## config.mk

```make
export PLATFORM = sky130hd
export DESIGN_NAME = icache_flat
export DESIGN_NICKNAME = d
export VERILOG_FILES = /design/src/rtl/icache_pkg.sv /design/src/rtl/icache_if.sv /design/src/rtl/icache_perf.sv /design/src/rtl/icache.sv /design/src/flat_wrapper.sv
export SDC_FILE = /design/constraint.sdc
export NUM_CORES = 1
export LEC_CHECK = 0
export CORE_MARGIN = 4
export CORE_UTILIZATION = 62
export DETAILED_ROUTE_END_ITERATION = 7
export PLACE_DENSITY = 0.78
export SYNTH_ARGS = -nofsm -noshare
export SYNTH_HDL_FRONTEND = slang
export SYNTH_HIERARCHICAL = 1
export SYNTH_SLANG_ARGS = --single-unit
```

## constraint.sdc

```tcl
create_clock -name clk -period 5.9 [get_ports clk]
set_input_delay 0.885 -clock clk [delete_from_list [all_inputs] [get_ports clk]]
set_output_delay 0.885 -clock clk [all_outputs]
set_load 0.05 [all_outputs]
```

## src/rtl/icache_pkg.sv

```systemverilog
// Shared types for the instruction cache: address split, frame layout and FSM states.
package icache_pkg;

  localparam int ICACHE_IDX_W   = 4;
  localparam int ICACHE_NFRAMES = 1 << ICACHE_IDX_W;
  localparam int ICACHE_TAG_W   = 32 - ICACHE_IDX_W - 2;

  typedef struct packed {
    logic [ICACHE_TAG_W-1:0] tag;
    logic [ICACHE_IDX_W-1:0] idx;
    logic [1:0]              bytoff;
  } icachef_t;

  typedef struct packed {
    logic                    valid;
    logic [ICACHE_TAG_W-1:0] tag;
    logic [31:0]             data;
  } icache_frame_t;

  typedef enum logic {
    IDLE = 1'b0,
    FILL = 1'b1
  } icache_state_t;

endpackage

```

## src/rtl/icache_if.sv

```systemverilog
// Fetch-side (datapath_cache_if) and memory-side (caches_if) bundles of the instruction cache.
interface datapath_cache_if;
  logic        imemREN;
  logic [31:0] imemaddr;
  logic        ihit;
  logic [31:0] imemload;

  modport icache   (input imemREN, imemaddr, output ihit, imemload);
  modport datapath (output imemREN, imemaddr, input ihit, imemload);
endinterface

interface caches_if;
  logic        iREN;
  logic [31:0] iaddr;
  logic        iwait;
  logic [31:0] iload;

  modport icache (output iREN, iaddr, input iwait, iload);
  modport mem    (input iREN, iaddr, output iwait, iload);
endinterface

```

## src/rtl/icache_perf.sv

```systemverilog
// Hit/miss event counters for the instruction cache; only built with ICACHE_PERF_EN defined.
`ifdef ICACHE_PERF_EN
module icache_perf (
  input  logic        clk,
  input  logic        rst_n,
  input  logic        i_hit,
  input  logic        i_miss,
  output logic [31:0] o_hit_count,
  output logic [31:0] o_miss_count
);

  logic [31:0] r_hit_count;
  logic [31:0] r_miss_count;

  // Counters wrap naturally at 2^32.
  always_ff @(posedge clk or negedge rst_n) begin
    if (!rst_n) begin
      r_hit_count  <= '0;
      r_miss_count <= '0;
    end else begin
      if (i_hit)  r_hit_count  <= r_hit_count + 32'd1;
      if (i_miss) r_miss_count <= r_miss_count + 32'd1;
    end
  end

  assign o_hit_count  = r_hit_count;
  assign o_miss_count = r_miss_count;

endmodule
`endif

```

## src/rtl/icache.sv

```systemverilog
// Direct-mapped read-only instruction cache, one word per frame, combinational hits.
// Defining ICACHE_PERF_EN adds o_hit_count / o_miss_count via icache_perf.
module icache
  import icache_pkg::*;
#(
  parameter int NFRAMES = ICACHE_NFRAMES,  // keep consistent with icache_pkg
  parameter int IDX_W   = ICACHE_IDX_W
) (
  input logic              clk,
  input logic              rst_n,
  datapath_cache_if.icache dcif,
  caches_if.icache         cif
`ifdef ICACHE_PERF_EN
  ,
  output logic [31:0]      o_hit_count,
  output logic [31:0]      o_miss_count
`endif
);

  icache_state_t    r_state;
  icache_state_t    w_state_next;
  icache_frame_t    r_frames [NFRAMES];
  icachef_t         r_miss_addr;
  logic [IDX_W-1:0] w_idx;
  logic [29-IDX_W:0] w_tag;
  logic             w_hit;
  logic             w_miss_start;
  logic             w_fill_done;
  logic             w_unused_bytoff;

  assign w_idx           = dcif.imemaddr[IDX_W+1:2];
  assign w_tag           = dcif.imemaddr[31:IDX_W+2];
  assign w_unused_bytoff = ^dcif.imemaddr[1:0];

  assign w_hit = dcif.imemREN && r_frames[w_idx].valid && (r_frames[w_idx].tag == w_tag);
  assign dcif.imemload = w_hit ? r_frames[w_idx].data : '0;

  // NOTE: sequential state uses non-blocking (<=) so every flop samples pre-edge values.
  always_ff @(posedge clk or negedge rst_n) begin
    if (!rst_n) r_state <= IDLE;
    else        r_state <= w_state_next;
  end

  // NOTE: every output is defaulted first so no path leaves a value held, which would infer a latch.
  always_comb begin
    w_state_next = r_state;
    dcif.ihit    = 1'b0;
    cif.iREN     = 1'b0;
    cif.iaddr    = '0;
    w_miss_start = 1'b0;
    w_fill_done  = 1'b0;
    unique case (r_state)
      IDLE: begin
        dcif.ihit = w_hit;
        if (dcif.imemREN && !w_hit) begin
          w_miss_start = 1'b1;
          w_state_next = FILL;
        end
      end
      FILL: begin
        cif.iREN  = 1'b1;
        cif.iaddr = r_miss_addr;
        if (!cif.iwait) begin
          w_fill_done  = 1'b1;
          w_state_next = IDLE;
        end
      end
      default: w_state_next = IDLE;
    endcase
  end

  // Miss address is captured once on entry to FILL; fetch redirects cannot disturb it.
  always_ff @(posedge clk or negedge rst_n) begin
    if (!rst_n) begin
      r_miss_addr <= '0;
    end else if (w_miss_start) begin
      r_miss_addr <= '{tag: w_tag, idx: w_idx, bytoff: 2'b00};
    end
  end

  // NOTE: the frame array is reset in full because valid bits must clear on reset and the array is flops, not SRAM.
  always_ff @(posedge clk or negedge rst_n) begin
    if (!rst_n) begin
      for (int i = 0; i < NFRAMES; i++) r_frames[i] <= '0;
    end else if (w_fill_done) begin
      r_frames[r_miss_addr.idx] <= '{valid: 1'b1, tag: r_miss_addr.tag, data: cif.iload};
    end
  end

`ifdef ICACHE_PERF_EN
  icache_perf u_perf (
    .clk          (clk),
    .rst_n        (rst_n),
    .i_hit        (dcif.ihit),
    .i_miss       (w_miss_start),
    .o_hit_count  (o_hit_count),
    .o_miss_count (o_miss_count)
  );
`endif

endmodule

```

## src/flat_wrapper.sv

```systemverilog
// flat-port wrapper written by rule: the top's interface ports become plain ports
module icache_flat import icache_pkg::*;
#(
  parameter int NFRAMES = ICACHE_NFRAMES,                                    
  parameter int IDX_W   = ICACHE_IDX_W
)
  (clk, rst_n, dcif_imemREN, dcif_imemaddr, dcif_ihit, dcif_imemload, cif_iREN, cif_iaddr, cif_iwait, cif_iload);
  datapath_cache_if dcif_i ();
  caches_if cif_i ();
  input logic clk;
  input logic rst_n;
  input wire logic [$bits(dcif_i.imemREN)-1:0] dcif_imemREN;
  input wire logic [$bits(dcif_i.imemaddr)-1:0] dcif_imemaddr;
  output wire logic [$bits(dcif_i.ihit)-1:0] dcif_ihit;
  output wire logic [$bits(dcif_i.imemload)-1:0] dcif_imemload;
  output wire logic [$bits(cif_i.iREN)-1:0] cif_iREN;
  output wire logic [$bits(cif_i.iaddr)-1:0] cif_iaddr;
  input wire logic [$bits(cif_i.iwait)-1:0] cif_iwait;
  input wire logic [$bits(cif_i.iload)-1:0] cif_iload;
  assign dcif_i.imemREN = dcif_imemREN;
  assign dcif_i.imemaddr = dcif_imemaddr;
  assign dcif_ihit = dcif_i.ihit;
  assign dcif_imemload = dcif_i.imemload;
  assign cif_iREN = cif_i.iREN;
  assign cif_iaddr = cif_i.iaddr;
  assign cif_i.iwait = cif_iwait;
  assign cif_i.iload = cif_iload;
  icache #(.NFRAMES(NFRAMES), .IDX_W(IDX_W)) u_core (.clk(clk), .rst_n(rst_n), .dcif(dcif_i), .cif(cif_i));
endmodule
```

==> flow_metrics.env, run 1 <==
export IMPL_period_needed_ns=5.45
export IMPL_crit_chain="buf_8 -> buf_12 -> mux4_2 -> a22oi_1 -> nand3_1 -> xor2_1 -> or4_1 -> or3b_1 -> or4_4 -> buf_12 -> nor2b_1 -> buf_12"
export IMPL_synth_edf_count=0
export IMPL_port_buffers=129
export IMPL_start_kind="input pin"
export IMPL_synth_compound_area_share_pct=0.669
export IMPL_cts_resized_gates=0
export IMPL_clk_latency_ns=0.66
export IMPL_drive_gt1_share_pct=53.7
export IMPL_clock_sinks=975
export IMPL_first_pass_iters=5
export IMPL_io_pins=134
export IMPL_synth_adder_area_share_pct=0
export IMPL_drt_iter0_markers=2060
export IMPL_core_mm2=0.0706
export IMPL_syn_avg_cell_area_um2=16.2
export IMPL_synth_flop_cell="dfrtp_1"
export IMPL_fp_row_count=97
export IMPL_start_util_pct=63.0
export IMPL_ys_top_cells_by_area="dfrtp_1, mux2_2, mux4_2, mux2i_1, clkbuf_1"
export IMPL_ir_worst_vdd_uv=319
export IMPL_powerDensity_mw_per_mm2=460
export IMPL_routedWlPerCell_um=28.2
export IMPL_cts_inserted_buffers=100
export IMPL_status="completed"
export IMPL_areaGrowthSynthToFinish_pct=13.6
export IMPL_nNetsFinal=2867
export IMPL_layout_common_cells="dfrtp_1, mux2_2, mux4_2"
export IMPL_antenna_found_initial=4
export IMPL_gp_congestion=0.819
export IMPL_final_common_cell="dfrtp_1"
export IMPL_ant_nets=0
export IMPL_die_w_um=276
export IMPL_finalClockSkew_ns=0.0213
export IMPL_synth_mux_area_share_pct=38.9
export IMPL_worst_slew_pin_slew_ns=1.14
export IMPL_cp_max_fo=44
export IMPL_period_share_pct=92.3
export IMPL_tns_ns=0
export IMPL_synth_seq_cells=975
export IMPL_synthSimpleGateAreaFrac_pct=2.85
export IMPL_wirelength_mm=108
export IMPL_die_area_mm2=0.0761
export IMPL_slowest_stage="mux4_2"
export IMPL_r2r_end="u_core/r_miss_addr[3]$_DFFE_PN0P_"
export IMPL_grt_use_total_pct=29.2
export IMPL_finalHoldViolations=0
export IMPL_p_leak_uw=0.0228
export IMPL_yosysTopAreaCell="dfrtp_1"
export IMPL_synth_xor_area_share_pct=0.408
export IMPL_vias=24900
export IMPL_hp_class="input pin to asynchronous set/reset pin"
export IMPL_dp_cells=3637
export IMPL_grt_pass1_vias=27300
export IMPL_regArea_mm2=0.0244
export IMPL_dpl_hpwl_mm=60.7
export IMPL_crit_top_cell="buf_12"
export IMPL_multiInputGateArea_mm2=0.0192
export IMPL_criticalPathCategory="input pin to primary output"
export IMPL_ys_warn_count=6
export IMPL_cts_root_buf="clkbuf_16"
export IMPL_path_clk_slew_ns=0.05
export IMPL_drcViolationCount=0
export IMPL_cp_arrival_ns=4.56
export IMPL_synth_distinct_cells=59
export IMPL_end_kind="primary output"
export IMPL_cp_slowest_stage_delay_ns=0.56
export IMPL_syn_area_mm2=0.0445
export IMPL_seq_area_frac_synth_pct=54.8
export IMPL_hold_buffers=0
export IMPL_grt_overflow=0
export IMPL_synth_top_family_by_area="multiplexers"
export IMPL_cts_max_path_buffers=3
export IMPL_grt_start_max_net_pins=185
export IMPL_routed_via_density=6.50
export IMPL_worstPathRequired_ns=5.02
export IMPL_maxClockFrequency_mhz=184
export IMPL_cts_setup_buffers=0
export IMPL_fillers=4423
export IMPL_reg2regPathDepth=8
export IMPL_r2r_start="u_core/r_frames[390]$_DFFE_PN0P_"
export IMPL_yosysTopAreaCellShare_pct=54.8
export IMPL_r2r_setup_slack_ns=2.60
export IMPL_maxCapViolations=0
export IMPL_grt_first_pass_wirelength_mm=168
export IMPL_async_flop_share_pct=100
export IMPL_ctsHtreeMaxLevel=3
export IMPL_fin_cells=3823
export IMPL_rsz0062_at_grt="no"
export IMPL_syn_inst=2744
export IMPL_setup_viol_count_final=0
export IMPL_slew_viol_final=0
export IMPL_maxSlewHeadroom_pct=23.8
export IMPL_cts_tree="built"
export IMPL_die_h_um=276
==> cells in the mapped netlist (3+ instances only) <==
cell,n
nor2b_4,29
nand2_1,24
nor3_1,4
clkbuf_1,116
nor4bb_1,3
mux4_2,258
buf_12,3
nor4_1,4
dfrtp_1,975
nand2b_1,14
mux2i_1,58
nor2_1,15
xor2_1,13
o21ai_0,4
a211oi_1,4
a221oi_1,5
nand3_1,12
inv_1,4
buf_4,10
nand4_1,6
o221ai_1,5
buf_2,19
or2_2,6
buf_1,91
and2_1,31
nor2b_1,14
a22oi_1,4
mux2_2,965
xnor2_1,4
==> sequential cells by signal, summed over array words and instances (netlist names) <==
signal and cells:
u_core/r_frames 944, u_core/r_state 1, u_core/r_miss_addr 30
==> layer usage <==
layer,up-vias,GRT usage (%),part of all wire [%]
met5,-,0,0.0093
met2,684,48.7,50
met3,179,5.05,5.5
met4,2,8.04,2.6
met1,13700,40.6,42
li1,10300,-,-
==> how the worst max path moves through the flow <==
stage	start	to	slack [ns]
after floorplan	dcif_imemaddr[3]	dcif_imemload[1]	0.60
after global placement	dcif_imemaddr[2]	dcif_imemload[31]	0.44
after detailed placement	dcif_imemaddr[2]	dcif_imemload[1]	0.45
after CTS	dcif_imemaddr[2]	dcif_imemload[1]	0.44
after global routing	dcif_imemaddr[2]	dcif_imemload[1]	0.26
final	dcif_imemaddr[2]	dcif_imemload[1]	0.45
==> where the power goes <==
group | switching, uW | internal (uW)
clock network | 2590 | 3880
logic | 2010 | 3690
registers | 1580 | 9480
==> critical path, delay by kind of cell <==
family | cells | cell delay [ns]
xor gates and xnor gates | 1 | 0.23
muxes | 1 | 0.56
AOI/OAI and AO/OA | 1 | 0.24
buffers and inverters | 4 | 0.86
and+or+nand+nor | 5 | 1.71
==> metrics by stage <==
stage	setup WS, ns	hold slack, ns	power (uW)	cell area (um^2)	utilization, %
2_1_floorplan	0.602	0.429	15100	44500	-
5_1_grt	0.264	0.397	24400	50500	71.6
6_report	0.454	0.295	23200	50600	71.6
3_3_place_gp	0.439	0.445	16200	47100	66.7
4_1_cts	0.445	0.362	23300	50500	71.6
3_5_place_dp	0.449	0.450	16800	47100	66.7
==> logic make-up (layout without fill, tap and decap cells) <==
family,Yosys count,after routing
muxes,1283,1283
DFF,975,975
buffers and inverters,247,381
and+or+nand+nor,180,180
AOI/OAI and AO/OA,39,39
xor gates and xnor gates,19,19
other,1,6
==> layout make-up <==
type / instances / area share [%]
multi-input combinational: 1523 / 38.0
clock inverter: 28 / 0.681
tap: 940 / 2.33
sequential: 975 / 48.3
antenna: 4 / 0.0198
clock buffer: 154 / 6.09
timing repair buffer: 193 / 4.62
inverter: 6 / 0.0495
(Power assumes the default switching activity.)
==> run 2: changes to the inputs <==
- CORE_ASPECT_RATIO: not set -> 0.75
==> run 2 against run 1 <==
Against the previous run: critical endpoint unchanged; maximum frequency down 4.7%; die area about the same; cell area decreased by 0.60%; cell count decreased by 0.42%; global-route usage fell by 0.37 points; utilization fell by 0.42 points.
==> flow_metrics.env, run 2 (synthesis results as in run 1) <==
export IMPL_drive_gt1_share_pct=53.2
export IMPL_die_h_um=240
export IMPL_critPathBufInv=3
export IMPL_vias=24800
export IMPL_grt_overflow=0
export IMPL_slew_viol_final=0
export IMPL_cts_inserted_buffers=92
export IMPL_cts_max_path_buffers=3
export IMPL_ctsHtreeMaxLevel=3
export IMPL_status="completed"
export IMPL_fp_row_count=84
export IMPL_ir_worst_vdd_uv=270
export IMPL_clock_sinks=975
export IMPL_wirelength_mm=107
export IMPL_antenna_found_initial=2
export IMPL_core_mm2=0.0706
export IMPL_ant_nets=0
export IMPL_cpLargestDelayFamily="simple AND/OR/NAND/NOR gates"
export IMPL_finalClockSkew_ns=0.0188
export IMPL_regMostFlops="u_core/r_frames"
export IMPL_grt_start_max_net_pins=182
export IMPL_cp_slowest_stage_delay_ns=0.59
export IMPL_period_needed_ns=5.71
export IMPL_start_util_pct=63.0
export IMPL_cp_max_fo=13
export IMPL_routedWlPerCell_um=28.1
export IMPL_gp_congestion=0.858
export IMPL_slowest_stage="mux4_1"
export IMPL_final_common_cell="dfrtp_1"
export IMPL_post_route_util_pct=71.1
export IMPL_first_pass_iters=7
export IMPL_maxClockFrequency_mhz=175
export IMPL_hold_buffers=0
export IMPL_rsz0062_at_grt="no"
export IMPL_clk_latency_ns=0.64
export IMPL_finalHoldViolations=0
export IMPL_drcViolationCount=0
export IMPL_fillers=4374
export IMPL_worstPathRequired_ns=5.02
export IMPL_nNetsFinal=2854
export IMPL_criticalPathCategory="input pin to primary output"
export IMPL_die_w_um=317
export IMPL_grt_pass1_vias=27000
export IMPL_setup_viol_count_final=0
export IMPL_power_uw=22800
export IMPL_io_pins=134
export IMPL_fin_ws_ns=0.186
export IMPL_pre_cts_slack_ns=0.194
export IMPL_p_leak_uw=0.0226
export IMPL_areaGrowthSynthToFinish_pct=12.9
export IMPL_cts_setup_buffers=0
export IMPL_die_area_mm2=0.0762
export IMPL_port_buffers=129
export IMPL_cts_root_buf="clkbuf_16"
export IMPL_maxSlewHeadroom_pct=29.6
export IMPL_grt_first_pass_wirelength_mm=165
export IMPL_hp_class="input pin to asynchronous set/reset pin"
export IMPL_tns_ns=0
export IMPL_drt_iter0_markers=1948
export IMPL_period_share_pct=96.9
export IMPL_start_kind="input pin"
export IMPL_fin_area_mm2=0.0502
export IMPL_cts_tree="built"
export IMPL_reg_top3="u_core/r_frames x944, u_core/r_miss_addr x30, u_core/r_state x1"
export IMPL_layout_common_cells="dfrtp_1, mux2_2, mux4_2"
export IMPL_routed_via_density=6.50
export IMPL_crit_top_cell="buf_12"
export IMPL_maxCapViolations=0
export IMPL_crit_chain="buf_8 -> mux4_1 -> mux4_2 -> xnor2_2 -> nand2_1 -> or4_1 -> or3b_1 -> or4_4 -> buf_12 -> nor2b_1 -> buf_12"
export IMPL_largest_reg_flops=944
export IMPL_cts_resized_gates=0
export IMPL_path_clk_slew_ns=0.06
export IMPL_grt_use_total_pct=28.8
export IMPL_dpl_cell_area_mm2=0.0472
export IMPL_cp_arrival_ns=4.83
export IMPL_powerDensity_mw_per_mm2=453
export IMPL_end_kind="primary output"
export IMPL_worst_slew_pin_slew_ns=1.06
export IMPL_dpl_hpwl_mm=60.5
-- run 2: cell count changes in the layout (fill, tap and decap cells not counted), sizes merged --
cell      before  now
buf          102   97
bufinv         7    6
clkbuf       154  141
clkinvlp       1    0
diode          4    1
inv            9   10
-- run 2: final timing paths --
| check | endpoint | slack [ns] | cells after the start | start |
|---|---|---|---|---|
| min in group clk | u_core/r_frames[648]$_DFFE_PN0P_ | 0.46 | 1 | u_core/r_frames[648]$_DFFE_PN0P_ |
| max in group asynchronous | u_core/r_frames[397]$_DFFE_PN0P_ | 3.98 | 2 | rst_n |
| hold / removal | u_core/r_frames[111]$_DFFE_PN0P_ | 0.35 | 1 | rst_n |
| setup reg to reg | u_core/r_frames[158]$_DFFE_PN0P_ | 2.20 | 7 | u_core/r_state$_DFF_PN0_ |
| setup / recovery | dcif_imemload[1] | 0.19 | 11 | dcif_imemaddr[2] |
| hold reg to reg | u_core/r_frames[648]$_DFFE_PN0P_ | 0.46 | 1 | u_core/r_frames[648]$_DFFE_PN0P_ |
-- run 2: routing by layer --
metal / global-route usage [%] / vias up / part of all wire [%]
met5: 0 / - / 0
met4: 7.72 / 0 / 2.5
met3: 5.54 / 190 / 6.1
met2: 45.9 / 747 / 48
met1: 41.8 / 13500 / 43
li1: - / 10300 / -
-- run 2: layout make-up --
type | instances | area (um^2) | share of cell area (%)
antenna | 1 | 2.50 | 0.00498
inverter | 6 | 25.0 | 0.0498
timing repair buffer | 188 | 2380 | 4.73
clock buffer | 141 | 2760 | 5.49
multi-input combinational | 1523 | 19200 | 38.2
sequential | 975 | 24400 | 48.6
clock inverter | 27 | 318 | 0.632
tap | 946 | 1180 | 2.36
-- run 2: report_power, final --
part	leakage [uW]	switching [uW]	internal, uW
clock	0.00153	2510	3490
combinational	0.00857	2010	3690
sequential	0.0125	1580	9470
-- run 2: per-stage QoR --
step	hold WS, ns	cells
final	0.350	3807
after global routing	0.390	3806
after CTS	0.363	3806
after detailed placement	0.447	3638
after global placement	0.444	3638
after floorplan	0.429	2745
-- run 2: worst register-to-register path: stages, from the launching register on --
cell and delay [ns]:
dfrtp_2 0.71, buf_4 0.39, nor2b_1 0.26, nand2_1 0.08, nor2_1 0.46, and3_4 0.79
buf_4 0.48, mux2_2 0.43
==> run 3: changes to the inputs <==
--- a/config.mk
+++ b/config.mk
@@ -11,2 +11,4 @@
 export DETAILED_ROUTE_END_ITERATION = 7
+export GPL_TIMING_DRIVEN = 0
+export MAX_ROUTING_LAYER = met4
 export PLACE_DENSITY = 0.78
==> constraint.sdc (replaced) <==
create_clock -name clk -period 5.9 [get_ports clk]
set_input_delay 1.18 -clock clk [delete_from_list [all_inputs] [get_ports clk]]
set_output_delay 1.18 -clock clk [all_outputs]
set_load 0.05 [all_outputs]
==> run 3 against run 2 <==
Against the previous run: the run now ends with capacitance limit, slew limit, setup timing left; critical path depth stayed put; global-route usage is 5.0 points higher; worst hold slack better by 0.12 ns; critical endpoint is now dcif_imemload[24]; largest cell class unchanged.
==> flow_metrics.env, run 3 (synthesis results as in run 1) <==
export IMPL_clock_sinks=975
export IMPL_end_kind="primary output"
export IMPL_reg2regPathDepth=5
export IMPL_cts_root_buf="clkbuf_16"
export IMPL_start_util_pct=63.0
export IMPL_drcViolationCount=0
export IMPL_reg_top3="u_core/r_frames x944, u_core/r_miss_addr x30, u_core/r_state x1"
export IMPL_fin_ws_ns=-0.185
export IMPL_ir_worst_vdd_uv=237
export IMPL_cts_max_path_buffers=3
export IMPL_power_uw=23300
export IMPL_die_h_um=240
export IMPL_gp_congestion=0.894
export IMPL_cpLargestDelayFamily="simple AND/OR/NAND/NOR gates"
export IMPL_wirelength_mm=121
export IMPL_finalHoldViolations=0
export IMPL_largest_reg_flops=944
export IMPL_critPathBufInv=3
export IMPL_ctsHtreeMaxLevel=3
export IMPL_drive_gt1_share_pct=50.8
export IMPL_cts_tree="built"
export IMPL_start_kind="input pin"
export IMPL_antenna_found_initial=3
export IMPL_nNetsFinal=3048
export IMPL_crit_start="dcif_imemaddr[2]"
export IMPL_cp_arrival_ns=4.90
export IMPL_p_leak_uw=0.0229
export IMPL_fillers=4443
export IMPL_grt_first_pass_wirelength_mm=184
export IMPL_grt_pass1_vias=28400
export IMPL_cts_inserted_buffers=93
export IMPL_period_share_pct=103
export IMPL_crit_chain="buf_16 -> mux4_2 -> mux4_2 -> xnor2_4 -> nand2_1 -> or4_1 -> or3b_1 -> or4_4 -> bufbuf_16 -> nor2b_4 -> buf_8"
export IMPL_cp_max_fo=7
export IMPL_r2r_setup_slack_ns=1.64
export IMPL_fp_row_count=84
export IMPL_io_pins=134
export IMPL_final_common_cell="dfrtp_1"
export IMPL_vias=26600
export IMPL_clk_latency_ns=0.66
export IMPL_setup_viol_count_final=32
export IMPL_grt_use_total_pct=33.9
export IMPL_ant_nets=0
export IMPL_layout_common_cells="dfrtp_1, mux2_2, mux4_2"
export IMPL_status="finished with violations"
export IMPL_grt_overflow=0
export IMPL_dp_cells=3825
export IMPL_first_pass_iters=5
export IMPL_crit_end="dcif_imemload[24]"
export IMPL_dpl_cell_area_mm2=0.0472
export IMPL_crit_top_cell="mux4_2"
export IMPL_r2r_start="u_core/r_state$_DFF_PN0_"
export IMPL_maxClockFrequency_mhz=164
export IMPL_grt_start_max_net_pins=137
export IMPL_tns_ns=-2.05
export IMPL_powerDensity_mw_per_mm2=457
export IMPL_die_w_um=317
export IMPL_core_mm2=0.0706
export IMPL_slew_viol_final=1
export IMPL_hp_class="flop to flop"
export IMPL_cp_slowest_stage_delay_ns=0.70
export IMPL_holdWs_ns=0.472
export IMPL_criticalPathCategory="input pin to primary output"
export IMPL_maxCapViolations=1
export IMPL_path_clk_slew_ns=0.06
export IMPL_regMostFlops="u_core/r_frames"
export IMPL_worst_slew_pin_slew_ns=1.49
export IMPL_die_area_mm2=0.0762
export IMPL_routedWlPerCell_um=30.3
export IMPL_r2r_end="u_core/r_frames[229]$_DFFE_PN0P_"
export IMPL_rsz0062_at_grt="yes"
export IMPL_worstPathRequired_ns=4.72
export IMPL_areaGrowthSynthToFinish_pct=14.5
export IMPL_maxSlewHeadroom_pct=-0.347
export IMPL_fin_area_mm2=0.0510
export IMPL_fin_cells=4004
export IMPL_finalClockSkew_ns=0.0189
export IMPL_routed_via_density=6.64
export IMPL_period_needed_ns=6.08
export IMPL_drt_iter0_markers=2736
export IMPL_path_depth=11
export IMPL_violations="capacitance limit, slew limit, setup timing"
export IMPL_slowest_stage="or4_4"
export IMPL_dpl_hpwl_mm=80.8
export IMPL_port_buffers=126
run 3: cell type report:
| class | count | area [um^2] | share of cell area (%) |
|---|---|---|---|
| Antenna cell | 3 | 7.51 | 0.0147 |
| Multi-Input combinational cell | 1523 | 19200 | 37.6 |
| Inverter | 6 | 26.3 | 0.0516 |
| Buffer | 241 | 1370 | 2.68 |
| Tap cell | 946 | 1180 | 2.32 |
| Clock buffer | 132 | 2670 | 5.23 |
| Timing Repair Buffer | 140 | 1690 | 3.31 |
| Clock inverter | 38 | 472 | 0.926 |
| Sequential cell | 975 | 24400 | 47.9 |
run 3: metal layers:
metal	GRT usage [%]	routed length, um	vias up
met5	-	0	-
met4	9.10	3200	0
met3	7.66	9980	250
met2	49.6	55900	1104
met1	48.8	52200	14500
li1	-	-	10700
run 3: worst min-delay path by stage:
stage | end | cells past startpoint | slack, ns | start
2_1_floorplan | u_core/r_frames[589]$_DFFE_PN0P_ | 1 | 0.43 | u_core/r_frames[589]$_DFFE_PN0P_
3_3_place_gp | u_core/r_frames[707]$_DFFE_PN0P_ | 1 | 0.44 | u_core/r_frames[707]$_DFFE_PN0P_
3_5_place_dp | u_core/r_frames[412]$_DFFE_PN0P_ | 1 | 0.45 | u_core/r_frames[412]$_DFFE_PN0P_
4_1_cts | u_core/r_frames[235]$_DFFE_PN0P_ | 1 | 0.47 | u_core/r_frames[235]$_DFFE_PN0P_
5_1_grt | u_core/r_frames[235]$_DFFE_PN0P_ | 1 | 0.47 | u_core/r_frames[235]$_DFFE_PN0P_
6_report | u_core/r_frames[412]$_DFFE_PN0P_ | 1 | 0.47 | u_core/r_frames[412]$_DFFE_PN0P_
run 3: stage by stage:
stage                     util, %  worst slack (ns)
final                        72.2            -0.185
after global routing         72.2            -0.206
after CTS                    71.8           -0.0576
after detailed placement     66.8             -2.42
after global placement       66.5            -36.93
after floorplan                 -            0.0115
run 3: timing repair:
action | 4_1_cts | 5_1_grt
hold buffers | 0 | 0
pin swaps | 4 | 2
resized for setup | 351 | 78
buffers inserted | 3 | 1
setup endpoints to repair | 33 | 33
cloned | 2 | 0
run 3: power by group:
group / leakage, uW / switching (uW) / total [uW] / internal [uW]
combinational: 0.00878 / 2290 / 6040 / 3760
sequential: 0.0125 / 1570 / 11000 / 9480
clock: 0.00155 / 2600 / 6190 / 3590
total: 0.0229 / 6460 / 23300 / 16800
